**src/rtl/instr_decode.sv**
```systemverilog
// SPI command decoder: turns synchronized bridge bytes into register-file
// read/write strobes and returns read data on data_out for MISO.
module instr_decode #(
    parameter int ADDR_W      = 6,
    parameter int SYNC_STAGES = 2
) (
    input  logic              clk,
    input  logic              rst_n,
    input  logic              cs_n,
    input  logic              byte_sync,
    input  logic [7:0]        data_in,
    output logic [7:0]        data_out,
    output logic              read,
    output logic              write,
    output logic [ADDR_W-1:0] addr,
    output logic [7:0]        data_write,
    input  logic [7:0]        data_read
);

    typedef enum logic [1:0] {
        IDLE,
        RD_REQ,
        RD_CAP,
        DATA
    } state_t;

    logic [SYNC_STAGES-1:0] bs_sync_reg;
    logic [SYNC_STAGES-1:0] cs_sync_reg;
    logic                   bs_prev_reg;
    logic                   byte_evt;
    logic                   cs_high;

    state_t                 state_reg;
    logic                   rw_reg;
    logic                   burst_reg;
    logic                   done_reg;
    logic [ADDR_W-1:0]      addr_reg;
    logic [7:0]             data_out_reg;
    logic [7:0]             data_write_reg;
    logic                   read_reg;
    logic                   write_reg;

    // cs_n synchronizer idles high so a reset never looks like a selected frame.
    always_ff @(posedge clk or negedge rst_n) begin
        if (!rst_n) begin
            bs_sync_reg <= '0;
            cs_sync_reg <= '1;
            bs_prev_reg <= 1'b0;
        end else begin
            bs_sync_reg <= {bs_sync_reg[SYNC_STAGES-2:0], byte_sync};
            cs_sync_reg <= {cs_sync_reg[SYNC_STAGES-2:0], cs_n};
            bs_prev_reg <= bs_sync_reg[SYNC_STAGES-1];
        end
    end

    assign byte_evt = bs_sync_reg[SYNC_STAGES-1] & ~bs_prev_reg;
    assign cs_high  = cs_sync_reg[SYNC_STAGES-1];

    always_ff @(posedge clk or negedge rst_n) begin
        if (!rst_n) begin
            state_reg      <= IDLE;
            rw_reg         <= 1'b0;
            burst_reg      <= 1'b0;
            done_reg       <= 1'b0;
            addr_reg       <= '0;
            data_out_reg   <= '0;
            data_write_reg <= '0;
            read_reg       <= 1'b0;
            write_reg      <= 1'b0;
        end else begin
            read_reg  <= 1'b0;
            write_reg <= 1'b0;

            // Burst writes advance the address only after the strobe cycle,
            // so addr stays put while write is high.
            if (write_reg && burst_reg) begin
                addr_reg <= addr_reg + ADDR_W'(1);
            end

            if (cs_high) begin
                state_reg <= IDLE;
                rw_reg    <= 1'b0;
                burst_reg <= 1'b0;
                done_reg  <= 1'b0;
            end else begin
                case (state_reg)
                    IDLE: begin
                        if (byte_evt && !done_reg) begin
                            rw_reg    <= data_in[7];
                            burst_reg <= data_in[6];
                            addr_reg  <= data_in[ADDR_W-1:0];
                            if (data_in[7]) begin
                                state_reg <= DATA;
                            end else begin
                                state_reg <= RD_REQ;
                                read_reg  <= 1'b1;
                            end
                        end
                    end
                    RD_REQ: begin
                        state_reg <= RD_CAP;
                    end
                    RD_CAP: begin
                        data_out_reg <= data_read;
                        state_reg    <= DATA;
                    end
                    DATA: begin
                        if (byte_evt) begin
                            if (rw_reg) begin
                                write_reg      <= 1'b1;
                                data_write_reg <= data_in;
                            end
                            if (!burst_reg) begin
                                state_reg <= IDLE;
                                done_reg  <= 1'b1;
                            end else if (!rw_reg) begin
                                // Prefetch the next register for the following dummy byte.
                                addr_reg  <= addr_reg + ADDR_W'(1);
                                read_reg  <= 1'b1;
                                state_reg <= RD_REQ;
                            end
                        end
                    end
                    default: begin
                        state_reg <= IDLE;
                    end
                endcase
            end
        end
    end

    assign data_out   = data_out_reg;
    assign read       = read_reg;
    assign write      = write_reg;
    assign addr       = addr_reg;
    assign data_write = data_write_reg;

endmodule

```
**config.mk**
```make
export PLATFORM = sky130hd
export DESIGN_NAME = instr_decode
export DESIGN_NICKNAME = d
export VERILOG_FILES = /design/src/rtl/instr_decode.sv
export SDC_FILE = /design/constraint.sdc
export NUM_CORES = 1
export LEC_CHECK = 0
export ABC_CLOCK_PERIOD_IN_PS = 1740
export CORE_MARGIN = 5
export CORE_UTILIZATION = 47
export DETAILED_ROUTE_END_ITERATION = 8
export PLACE_DENSITY_LB_ADDON = 0.3
export SLEW_MARGIN = 15
export SYNTH_ARGS = -nofsm -noshare
export SYNTH_HDL_FRONTEND = slang
export SYNTH_SLANG_ARGS = --single-unit
```
**constraint.sdc**
```tcl
create_clock -name clk -period 1.74 [get_ports clk]
set_input_delay 0.522 -clock clk [delete_from_list [all_inputs] [get_ports clk]]
set_output_delay 0.522 -clock clk [all_outputs]
set_load 0.005 [all_outputs]
```
# After elaboration in Yosys (flattened, before gate mapping)
# Index checks and enable logic that the tools add are counted.
# totals
ff_bits	34
in_bits	20
output_inout_bits	24
# classes
n_addsub	1
n_eq_ne	7
mux	35
bitwise_logic	3
reduce_logical	13
# op_table
cell	n
$mux 6	6
$mux 1	20
$mux 2	6
$pmux 6 s2	1
$pmux 2 s4	1
$reduce_bool 2->1	4
$add 6x1->6 const B	1
$ne 3x3->1 const B	2
$reduce_and 3->1	2
$eq 2x2->1 const B	2
$ne 4x4->1 const B	1
$reduce_and 2->1	2
$reduce_and 4->1	1
$eq 2x1->1 const B	1
$logic_and 1x1->1	2
$logic_not 2->1	1
$ne 2x2->1 const B	1
$not 1->1	2
$pmux 1 s2	1
$and 1x1->1	1
$logic_not 1->1	1

# Longest topological paths before layout
# depth
word_depth	7
mapped_depth	7
mapped_depth_nobuf	6

# Worst setup path before layout
# Ideal clock, no wire load.
# synth_path
path_kind	reg2reg
from	register state_reg[0]
to	register addr_reg[0] (netlist: addr[0])
arrival_ns	1.485
t_required_ns	1.619
path_slack_ns	0.134
path_stages_with_launch	7
path_buffers	0
cell_sequence	dfrtp_1 -> inv_1 -> ha_1 -> or2_2 -> a21oi_4 -> o221ai_2 -> a22o_1
# synth_between
elab_chain_cells	3
# synth_lines
item	line	rtl
start, declared	33	state_t state_reg;
start signal, assigned	61	state_reg <= IDLE;
start signal, assigned	81	state_reg <= IDLE;
start signal, assigned	93	state_reg <= DATA;
$eq 2x2->1 / $logic_not 2->1 (equally long branches)	86	case (state_reg)
$pmux 6 s2 (*)	86	
$mux 6 (*)	80	if (cs_high) begin
end signal, assigned	77	addr_reg <= addr_reg + ADDR_W'(1);
end signal, assigned	91	addr_reg <= data_in[ADDR_W-1:0];
end signal, assigned	118	addr_reg <= addr_reg + ADDR_W'(1);
end, declared	37	logic [ADDR_W-1:0] addr_reg;
# Mark *: on every way between the ends. The rest lies on a longest branch, timed or not.
# A chain may end at the register's enable or synchronous reset.

# Worst setup path in the final report
# layout_path
from	register read_reg (netlist: read)
to	output read
# layout_rtl
item	line	rtl
start, declared	40	logic read_reg;
start signal, assigned	68	read_reg <= 1'b0;
start signal, assigned	71	read_reg <= 1'b0;
start signal, assigned	96	read_reg <= 1'b1;
end, declared	13	output logic read,
# No word-level cell between the ends.

==> reports/metrics.csv <==
stage;metric;value;unit
logic_synthesis;Post-Syn Area;1620;sq um
critical_path;element type at the critical path start;register;
critical_path;Critical Path Fanout Max;1;
sta;post-route clock period utilization;0.964;
finish;non-filler cells, final;240;
critical_path;arrival time worst endpoint;1.16;ns
die;area of the die;4720;sq um
grt;Tot GR Track Use;0.174;
finish;nets@finish;217;
sta;setup ws final;0.0620;ns
place;routability cong.;0.814;
critical_path;Crit Path Class;register to primary output;
logic_synthesis;top-count cell post-synth;dfrtp_1;
logic_synthesis;post-synthesis register bit count;34;
power;peak supply drop;0.720;mV
clocking;Root Buffer;clkbuf_4;
critical_path;CP required;1.22;ns
sta;Slew headroom;0.765;
logic_synthesis;synth cell count leaders;dfrtp_1, mux2_2, nor2_1, nand2_1, xnor2_1;
routing;WL final;3.80;mm
routing;Pre-Repair DR Iteration Count;4;
place;DP Cell Count;219;
routing;Vias;1277;
clocking;clk sinks;34;
grt;GR Overflow Total;0;
die;Core Box Area;3340;sq um
die;Die Wd;68.7;microns
grt;vias in the first global route;1312;
place;PortBufs;43;
routing;wire per inst;15.8;microns
logic_synthesis;Top FF cell, synth;dfrtp_1;
power;leakage power;1.17;nW
critical_path;Crit. End Element;primary output;
critical_path;critical-path cell list;clkdlybuf4s50_1;
finish;fill count;252;
grt;largest net degree at the start of global routing;35;
die;IO Count;44;
sta;Hold WS;0.361;ns
power;Pwr Density;1210;nW/um^2
logic_synthesis;Synth Area per Inst;12.4;sq um
clocking;CTS max path bufs;2;
logic_synthesis;Yosys top cell area share;0.495;
logic_synthesis;Async SR Flop Fraction;1.00;
die;FP Rows;21;
clocking;Clock transition at path regs;0.10;ns
logic_synthesis;yosys warns;0;
critical_path;CP delay by family, top;buffers and inverters;
clocking;hold buffers post-CTS;0;
logic_synthesis;Mapped Nets;155;
clocking;TritonCTS clock tree;yes;
outcome;status;finished clean;
clocking;Worst-Skew Late Latency;0.34;ns
logic_synthesis;number of synthesized flops with an enable pin;0;
logic_synthesis;Cell variety after synth;39;
flow_run;Max-cap violations;0;
routing;Via density;5.32;
logic_synthesis;Seq/Total Area, Yosys;0.527;
critical_path;Crit-path slowest cell;clkdlybuf4s50_1;
grt;number of antenna violations at the first check in global routing;0;
die;starting density of the core;0.485;
clocking;htree depth;2;
routing;Routed Antenna Nets;0;
routing;drt initial violations;33;
place;setup slack at placement;-0.00724;ns
clocking;total CTS buffers;5;
sta;Final Skew;0.00594;ns
finish;multi-input logic area;766;sq um
sta;Hold Fails Final Rpt;0;
sta;fmax;0.596;GHz
critical_path;WP buf/inv;1;
logic_synthesis;area leader, netlist;dfrtp_1;
finish;layout cells sized above 1;0.284;
sta;minimum clock period;1.68;ns
finish;Final Instance Area;2330;sq um
finish;Antenna diodes;0;
sta;final setup vio count;0;
grt;global-route wire length before repair;5.96;mm
critical_path;largest stage delay on the critical path;0.49;ns
routing;Residual DRC;0;
finish;FF/Latch Area;857;sq um
finish;Syn-to-layout area delta;44.2;%
worst_hold_path;Hold WC Path Type;register to register;
place;Area after DPL;2130;sq um
logic_synthesis;Mapped Cells;131;
logic_synthesis;ranking of synthesized cells by area;dfrtp_1, mux2_2, dfstp_2;
sta;unrepaired setup endpoints after global routing;true;
sta;max-slew violation count;0;
place;DP HPWL;2.65;mm
die;chip height;68.7;microns
sta;Worst-Margin Slew;0.352;ns
layer usage:
metal / GRT usage / vias to the layer above / share of wire / routed length (microns)
li1: - / 591 / - / -
met1: 0.208 / 614 / 0.39 / 1480
met2: 0.269 / 60 / 0.49 / 1880
met3: 0.0616 / 12 / 0.086 / 328
met4: 0.102 / 0 / 0.029 / 112
met5: 0 / - / 0 / 0
path summary, 6_finish.rpt:
check	from	slack [ns]	depth (start not counted)	end
worst max register to register	state_reg[0]	0.07	6	addr[0]
worst min-delay path	cs_sync_reg[0]	0.36	0	cs_sync_reg[1]
worst max-delay path	read	0.06	1	read
min in group asynchronous	rst_n	0.54	2	data_out[4]
worst min register to register	cs_sync_reg[0]	0.36	0	cs_sync_reg[1]
max in group asynchronous	rst_n	0.96	2	cs_sync_reg[1]
cell usage in the layout, fill, tap and decap left out, types with 3 or more instances in the layout:
master,instances
dfrtp_1,29
a21oi_1,5
dfrtp_2,3
nor2_1,8
clkbuf_4,5
nand3_1,3
buf_4,16
mux2_2,16
clkdlybuf4s50_1,20
mux2i_1,4
xnor2_1,6
o221ai_1,3
dlymetal6s2s_1,10
inv_1,4
dlygate4sd2_1,13
nand2_1,7
cells by family (layout without fill, tap and decap cells):
group                    Yosys count  in the layout  share of synthesized area
adder cells (fa/ha/maj)            4              4                     0.0309
flip-flops                        34             34                      0.527
AND/OR/NAND/NOR                   33             33                      0.127
XOR/XNOR                           8              8                     0.0433
buffers and inverters              9             72                     0.0232
multiplexers                      20             20                      0.136
AO/OA/AOI/OAI                     23             23                      0.113
layout make-up:
cell class                 instances  share of cell area
clock inverter                     1             0.00214
sequential                        34               0.367
clock buffer                       7              0.0236
inverter                           4             0.00643
timing repair buffer              60               0.248
multi-input combinational         88               0.328
tap                               46              0.0247
metrics by stage:
step / setup TNS, ns / power, mW / utilization
4_1_cts: 0 / 2.77 / 0.676
3_3_place_gp: 0 / 2.20 / 0.637
5_1_grt: -0.0465 / 3.02 / 0.700
2_1_floorplan: 0 / 1.69 / -
6_report: 0 / 2.83 / 0.700
3_5_place_dp: -0.00908 / 2.25 / 0.637
power breakdown:
| part | total [mW] | switching (mW) | internal [mW] | leakage (nW) |
|---|---|---|---|---|
| clock network | 0.456 | 0.260 | 0.196 | 0.0353 |
| logic | 1.24 | 0.521 | 0.721 | 0.705 |
| registers | 1.13 | 0.140 | 0.992 | 0.431 |
| total | 2.83 | 0.921 | 1.91 | 1.17 |
what timing repair did:
| item | 4_1_cts | 5_1_grt |
|---|---|---|
| gates resized for setup | 18 | 14 |
| setup endpoints to repair | 19 | 21 |
| setup buffers | 10 | 3 |
(Power assumes the default switching activity.)
